`config.mk`:
```
export PLATFORM = sky130hd
export DESIGN_NAME = alu_seq_ctrl
export DESIGN_NICKNAME = d
export VERILOG_FILES = /design/src/rtl/alu_seq_ctrl_pkg.sv /design/src/rtl/alu_lat_cnt.sv /design/src/rtl/alu_seq_ctrl.sv
export SDC_FILE = /design/constraint.sdc
export NUM_CORES = 1
export LEC_CHECK = 0
export CAP_MARGIN = 20
export CORE_MARGIN = 3
export CORE_UTILIZATION = 39
export DETAILED_ROUTE_END_ITERATION = 10
export PLACE_DENSITY = 0.75
export SETUP_SLACK_MARGIN = 0.4
export SYNTH_ARGS = -nofsm -noshare
export SYNTH_HDL_FRONTEND = slang
export SYNTH_SLANG_ARGS = --single-unit
```
`constraint.sdc`:
```
create_clock -name clk_in -period 1.6 [get_ports clk_in]
set_input_delay 0.16 -clock clk_in [delete_from_list [all_inputs] [get_ports clk_in]]
set_output_delay 0.16 -clock clk_in [all_outputs]
set_load 0.1 [all_outputs]
```
`src/rtl/alu_seq_ctrl_pkg.sv`:
```
// Shared definitions for the ALU sequencing controller.
//   OP_ILLEGAL            reserved opcode, produces an error result without an ALU cycle
//   OP_MULTI_LO/HI        inclusive opcode range that needs the long EXEC latency
//   CNT_W                 width of the EXEC latency counter
//   state_t               controller state encoding
//   is_multi()            true for opcodes in the multi-cycle range
package alu_seq_ctrl_pkg;

    localparam logic [3:0] OP_ILLEGAL  = 4'hF;
    localparam logic [3:0] OP_MULTI_LO = 4'hC;
    localparam logic [3:0] OP_MULTI_HI = 4'hE;
    localparam int         CNT_W       = 4;

    typedef enum logic [1:0] {
        S_IDLE = 2'b00,
        S_EXEC = 2'b01,
        S_CAPT = 2'b10,
        S_DONE = 2'b11
    } state_t;

    function automatic logic is_multi(input logic [3:0] op);
        return (op >= OP_MULTI_LO) && (op <= OP_MULTI_HI);
    endfunction

endpackage

```
`src/rtl/alu_lat_cnt.sv`:
```
// Loadable down-counter that times the EXEC phase of an ALU operation.
//   clk_in    clock, rising edge
//   rst       asynchronous active-low reset (count -> 0)
//   load      load load_val (has priority over dec)
//   load_val  latency to load
//   dec       decrement request; the count holds at 1 instead of wrapping
//   is_one    count equals 1 (last EXEC cycle)
module alu_lat_cnt
    import alu_seq_ctrl_pkg::*;
(
    input  logic             clk_in,
    input  logic             rst,
    input  logic             load,
    input  logic [CNT_W-1:0] load_val,
    input  logic             dec,
    output logic             is_one
);

    logic [CNT_W-1:0] cnt;

    always_ff @(posedge clk_in or negedge rst) begin
        if (!rst) begin
            cnt <= '0;
        end else if (load) begin
            cnt <= load_val;
        end else if (dec && (cnt > CNT_W'(1))) begin
            cnt <= cnt - CNT_W'(1);
        end
    end

    assign is_one = (cnt == CNT_W'(1));

endmodule

```
`src/rtl/alu_seq_ctrl.sv`:
```
// Sequences one ALU operation at a time between a requester and the ALU/out_reg pair.
//   clk_in, rst                     clock and asynchronous active-low reset
//   req_valid/req_ready             request handshake carrying req_op, req_a, req_b
//   alu_op, alu_a, alu_b            latched operation driven to the ALU
//   alu_res, alu_carry              ALU result inputs
//   out_ld                          one-cycle load strobe to out_reg
//   res_valid/res_ready             result handshake carrying res_data, res_carry, res_err
//   busy                            controller is not idle
//
// state  | meaning
// -------+---------------------------------------------------------------
// IDLE   | waiting for a request, req_ready high once out of reset
// EXEC   | ALU driven with latched operands, latency counter running
// CAPT   | out_ld pulse; ALU result (or error result) captured
// DONE   | result presented; may accept the next request on the same edge
module alu_seq_ctrl
    import alu_seq_ctrl_pkg::*;
#(
    parameter int WIDTH     = 8,
    parameter int MULTI_LAT = 4
) (
    input  logic             clk_in,
    input  logic             rst,
    input  logic             req_valid,
    output logic             req_ready,
    input  logic [3:0]       req_op,
    input  logic [WIDTH-1:0] req_a,
    input  logic [WIDTH-1:0] req_b,
    output logic [3:0]       alu_op,
    output logic [WIDTH-1:0] alu_a,
    output logic [WIDTH-1:0] alu_b,
    input  logic [WIDTH-1:0] alu_res,
    input  logic             alu_carry,
    output logic             out_ld,
    output logic             res_valid,
    input  logic             res_ready,
    output logic [WIDTH-1:0] res_data,
    output logic             res_carry,
    output logic             res_err,
    output logic             busy
);

    localparam logic [CNT_W-1:0] MULTI_LAT_C = CNT_W'(MULTI_LAT);

    state_t           state;
    logic             started;
    logic             op_err;
    logic             accept;
    logic             cnt_load;
    logic [CNT_W-1:0] cnt_load_val;
    logic             cnt_is_one;

    // started keeps req_ready low until the first edge after reset release.
    assign req_ready    = ((state == S_IDLE) && started) || ((state == S_DONE) && res_ready);
    assign accept       = req_valid && req_ready;
    assign cnt_load     = accept && (req_op != OP_ILLEGAL);
    assign cnt_load_val = is_multi(req_op) ? MULTI_LAT_C : CNT_W'(1);

    alu_lat_cnt u_lat_cnt (
        .clk_in   (clk_in),
        .rst      (rst),
        .load     (cnt_load),
        .load_val (cnt_load_val),
        .dec      (state == S_EXEC),
        .is_one   (cnt_is_one)
    );

    always_ff @(posedge clk_in or negedge rst) begin
        if (!rst) begin
            state     <= S_IDLE;
            started   <= 1'b0;
            op_err    <= 1'b0;
            alu_op    <= '0;
            alu_a     <= '0;
            alu_b     <= '0;
            out_ld    <= 1'b0;
            res_valid <= 1'b0;
            res_data  <= '0;
            res_carry <= 1'b0;
            res_err   <= 1'b0;
            busy      <= 1'b0;
        end else begin
            started <= 1'b1;
            out_ld  <= 1'b0;
            if (accept) begin
                // Accept is possible from IDLE or, back-to-back, from DONE.
                alu_op    <= req_op;
                alu_a     <= req_a;
                alu_b     <= req_b;
                op_err    <= (req_op == OP_ILLEGAL);
                res_valid <= 1'b0;
                busy      <= 1'b1;
                // Illegal ops skip EXEC but still take the CAPT cycle, without out_ld.
                state     <= (req_op == OP_ILLEGAL) ? S_CAPT : S_EXEC;
            end else begin
                unique case (state)
                    S_EXEC: begin
                        if (cnt_is_one) begin
                            state  <= S_CAPT;
                            out_ld <= 1'b1;
                        end
                    end
                    S_CAPT: begin
                        state     <= S_DONE;
                        res_valid <= 1'b1;
                        if (op_err) begin
                            res_data  <= '0;
                            res_carry <= 1'b0;
                            res_err   <= 1'b1;
                        end else begin
                            res_data  <= alu_res;
                            res_carry <= alu_carry;
                            res_err   <= 1'b0;
                        end
                    end
                    S_DONE: begin
                        if (res_ready) begin
                            state     <= S_IDLE;
                            res_valid <= 1'b0;
                            busy      <= 1'b0;
                        end
                    end
                    default: begin
                    end
                endcase
            end
        end
    end

endmodule
```
* Word level (Yosys, flattened, before mapping)
Index checks and enable logic that the tools add are counted.
** Word-level totals
- Word-level logic and storage cells :: 62
- Register bits after elaboration :: 41
- Output and inout port bits :: 34
** Operators by class
- Magnitude comparators :: 3
- Multiplexer cells :: 19
- Equality and inequality tests :: 8
- $add $sub $neg :: 1
- Reduce and logical (&&, ||, !) cells :: 17
- Bitwise logic cells :: 1
** Operator list (count)
- 1-bit two-way mux :: 9
- 2-bit two-way mux :: 4
- 4-bit two-way mux :: 2
- 8-bit two-way mux :: 1
- 1-bit logical AND :: 6
- 3-bit inequality test, second input constant :: 2
- 2-bit one-hot mux with 3 select lines :: 1
- 2-bit AND reduction :: 3
- 2-bit nonzero test :: 3
- 2-bit equality test, second input constant :: 2
- 4-bit by 1-bit equality test with 1-bit output, second input constant :: 1
- 4-bit equality test, second input constant :: 1
- 4-bit >= comparator, second input constant :: 1
- 4-bit by 1-bit greater-than comparator with 1-bit output, second input constant :: 1
- 4-bit less-or-equal comparator, second input constant :: 1
- 4-bit inequality test, second input constant :: 1
- 4-bit nonzero test :: 1
- 4-bit by 1-bit subtractor with 4-bit output, second input constant :: 1
- 3-bit two-way mux :: 1
- 3-bit AND reduction :: 1
- 3-bit nonzero test :: 1
- 2-bit by 1-bit equality test with 1-bit output, second input constant :: 1
- 2-bit zero test :: 1
- 1-bit one-hot mux with 2 select lines :: 1
- other kinds (2) :: 2

* Depth between registers and ports, before layout
- Depth in word-level cells :: 6
- Mapped depth :: 7

* By module
A second synthesis with hierarchy kept.
** Second synthesis, totals
- Cells, all modules :: 159
- Area, all modules :: 1935.6 sq um
** By module, submodules not included
- alu_seq_ctrl :: instances 1, cells each 125, area an instance 1635.3 sq um
- alu_lat_cnt :: instances 1, cells each 34, area an instance 300.3 sq um

* Least setup slack after synthesis
Ideal clock, no wire load.
- Path kind :: register to register
- From :: register state[0]
- To :: register alu_a[0]
- Library setup time :: 0.126 ns
- Path buffers :: 1
- Stages on the path, launching flop included :: 7
- Data required time :: 1.474 ns
- Arrival :: 2.283 ns
- Slack :: -0.809 ns
- Path through :: dfrtp_1 inv_1 ha_1 a22o_1 nand2_2 buf_2 mux2_2
** On the way
- Word-level cells in the longest chain between the ends :: 4
- Elaborated cells on any way between the ends :: 6
- Classes of those cells :: 1 x eq/ne; 5 x reduce/logical
** Ends and longest elaborated chain
- start, declared :: line alu_seq_ctrl.sv:45 : state_t state;
- start signal, assigned :: line alu_seq_ctrl.sv:94 : state <= (req_op == OP_ILLEGAL) ? S_CAPT : S_EXEC;
- 2-bit equality test / 2-bit zero test (equally long branches) :: line alu_seq_ctrl.sv:54 : assign req_ready = ((state == S_IDLE) && started) || ((state == S_DONE) && res_ready);
- 1-bit logical AND :: line alu_seq_ctrl.sv:54
- 1-bit logical OR * :: line alu_seq_ctrl.sv:54
- net req_ready :: line alu_seq_ctrl.sv:25 : output logic req_ready,
- 1-bit logical AND * :: line alu_seq_ctrl.sv:55 : assign accept = req_valid && req_ready;
- end signal, assigned :: line alu_seq_ctrl.sv:88 : alu_a <= req_a;
- end, declared :: line alu_seq_ctrl.sv:30 : output logic [WIDTH-1:0] alu_a,
Mark *: on every way through the listed nets, which the timed path passes. The rest lies on a longest branch.
A chain may end at the register's enable or synchronous reset.

* Worst setup path in the final report
- From :: register u_lat_cnt.cnt[1]
- To :: register state[0]
** On the way
- Word-level cells in the longest chain between the ends :: 3
** Ends and longest elaborated chain
- start, declared :: line alu_lat_cnt.sv:19 : logic [CNT_W-1:0] cnt;
- start signal, assigned :: line alu_lat_cnt.sv:25 : cnt <= load_val;
- start signal, assigned :: line alu_lat_cnt.sv:27 : cnt <= cnt - CNT_W'(1);
- 4-bit by 1-bit equality test with 1-bit output :: line alu_lat_cnt.sv:31 : assign is_one = (cnt == CNT_W'(1));
- 3-bit inequality test (no line)
- 3-bit AND reduction (no line)
No other way between the ends.

==> impl_metrics.ini <==
[run_status]
status = finished with violations
violations = setup timing

[floorplanning]
initial_core_util = 0.4256
io_pins = 67
row_count = 23
dieWidth_um = 73.71
dieHeight_um = 73.71
dieArea_mm2 = 0.005433
coreArea_mm2 = 0.004202

[worst_setup_path]
worstSetupStartpointType = flop
critPathMaxFanout = 2
r2r-start = u_lat_cnt.cnt[1]
r2r-end = state[0]
critPathKind = flop to flop
rrSetupSlack_ps = -150
arrival_ps = 1930
r2r.worst_path.cells = 6
critical_path_required_ps = 1780
worstSetupEndpointType = flop

[timing]
setup_violations = 17
whs_ps = 448.9
finalHoldViolations = 0
grt_setup_unrepaired = yes
relSlewSlack = 0.6580
tns_ps = -580.5
fmax_mhz = 572.2
worst_pin_slew_ps = 512.9
slew_viol_final = 0
fin_crit_ps = 1748
fin_ws_ps = -147.7
fin_skew_ps = 4.859
finalCritPeriodShare = 1.092

[placement]
dp_hpwl_um = 3563
dpl_cell_area_mm2 = 0.003072
gp_congestion = 0.8762
post-place-ws_ps = -163.5
numPortBuffers = 66

[route]
routedWlPerCell_um = 19.18
viasPerCell = 5.100
ant_nets = 0
first_iter_violations = 47
routed_wl_um = 5754
vias = 1530
drt_pass1_iterations = 4
drc = 0

[cells_and_area]
syn_to_final_growth_pct = 102.2
layout_commonest_cell = dfrtp_1
nFillCells = 196
nNetsFinal = 289
diodes = 0
final_cell_mix = 39 x dfrtp_1, 37 x buf_12, 31 x clkdlybuf4s50_1
final_area_mm2 = 0.003615
drive_gt1_frac = 0.5560

[yosys]
synth_nets = 185
synth_edf_count = 0
synth_top_family_by_area = multiplexers
avgSynthCellArea_um2 = 12.33
yosys.area_share.adder = 0.04899
synthMuxAreaShare = 0.1407
synthXorXnorAreaFrac = 0.009797
synth-compound-area-share = 0.08188
synthArstFlopShare = 1.000
netlist_area_mm2 = 0.001788
synth_flop_cell = dfrtp_1
synth_seq_cells = 41
synthCells = 145
ys_warn_count = 0
synth.distinct_cells = 34
ys_seq_area_frac = 0.5738
yosys.area_share.simple = 0.09587

[global_routing]
grt_first_pass_wirelength_um = 8549
track_usage = 0.2106
antenna_found_initial = 0
grt_pass1_vias = 1779
grt_overflow = 0
grt_max_degree = 42

[min_path]
hold_path_end = res_data[6]
hp-start = alu_res[6]
hold_path_class = input port to flop
hold_depth = 3

[clock_tree]
h-tree-depth = 2
cts_buffer_depth = 2
tritoncts = yes
cts-root-buf = clkbuf_8
cts_made_buffers = 5
clkLatencyLatePin_ps = 290
cts.clk_slew.worst_paths_ps = 80
cts.sinks = 41

[flow_run]
cap_viol_max_count = 0
## through the flow
step,std cells,utilization
after floorplan,145,-
after global placement,274,0.7311
after detailed placement,274,0.7311
after CTS,291,0.8228
after global routing,300,0.8603
final,300,0.8603
## cells by family after synthesis
group,after synthesis
AOI/OAI and AO/OA,23
xor gates and xnor gates,2
adders and majority gates,7
buffers and inverters,20
DFF,41
muxes,22
other,1
and+or+nand+nor,29
## how the worst max path moves through the flow
stage | start | end | slack [ps] | cells after the start
floorplan | u_lat_cnt.cnt[1] | state[0] | -110 | 6
global placement | u_lat_cnt.cnt[1] | state[0] | -100 | 6
detailed placement | u_lat_cnt.cnt[1] | state[0] | -160 | 6
CTS | u_lat_cnt.cnt[1] | state[0] | -150 | 6
global route | u_lat_cnt.cnt[1] | state[0] | -190 | 6
finish | u_lat_cnt.cnt[1] | state[0] | -150 | 6
## worst max-delay path, cell delays in order, from the launching register on
cell	delay, ps
dfrtp_1	390
inv_2	90
ha_4	130
or3b_4	380
a22o_1	240
mux2_4	260
o21a_1	160
## area by class of cell
| cell class | instances | area [µm²] | share of cell area |
|---|---|---|---|
| multi-input combinational | 84 | 964.7 | 0.2669 |
| timing repair buffer | 102 | 1399 | 0.3870 |
| tap | 50 | 62.56 | 0.01731 |
| clock inverter | 1 | 5.005 | 0.001385 |
| inverter | 15 | 58.81 | 0.01627 |
| clock buffer | 7 | 96.34 | 0.02665 |
| sequential | 41 | 1028 | 0.2845 |
## synthesized netlist by cell type (2+ instances only)
cell       n  area share
dfrtp_1   41        0.57
mux2_2    21        0.13
inv_1     15       0.031
o21ai_0   10       0.028
nand3b_1   9       0.038
ha_1       7       0.049
nand2_1    6       0.013
nor2_1     4      0.0084
a211oi_1   3       0.013
clkbuf_1   3      0.0063
a21oi_1    2      0.0056
a22o_1     2      0.0098
## flip-flops by register name (all words and copies together) (netlist names)
signal         count
alu_a              8
alu_b              8
res_data           8
alu_op             4
u_lat_cnt.cnt      4
state              2
busy               1
op_err             1
out_ld             1
res_carry          1
res_err            1
res_valid          1
started            1
## per-layer routing
metal,track usage,wire length (µm)
met5,0,0
met4,0.04024,41
met3,0.06703,282
met2,0.3927,3244
met1,0.2328,2185
## timing repair
action,in CTS,in global routing
endpoints found under the hold margin,41,0
pin swaps,12,14
setup buffers,7,7
hold buffers,1,0
gates cloned,1,2
resized for setup,60,12
setup endpoints to repair,41,41
Power is left out: the tool's default activity adds up to more than one toggle a clock period on the data nets, which glitch-free logic cannot reach.
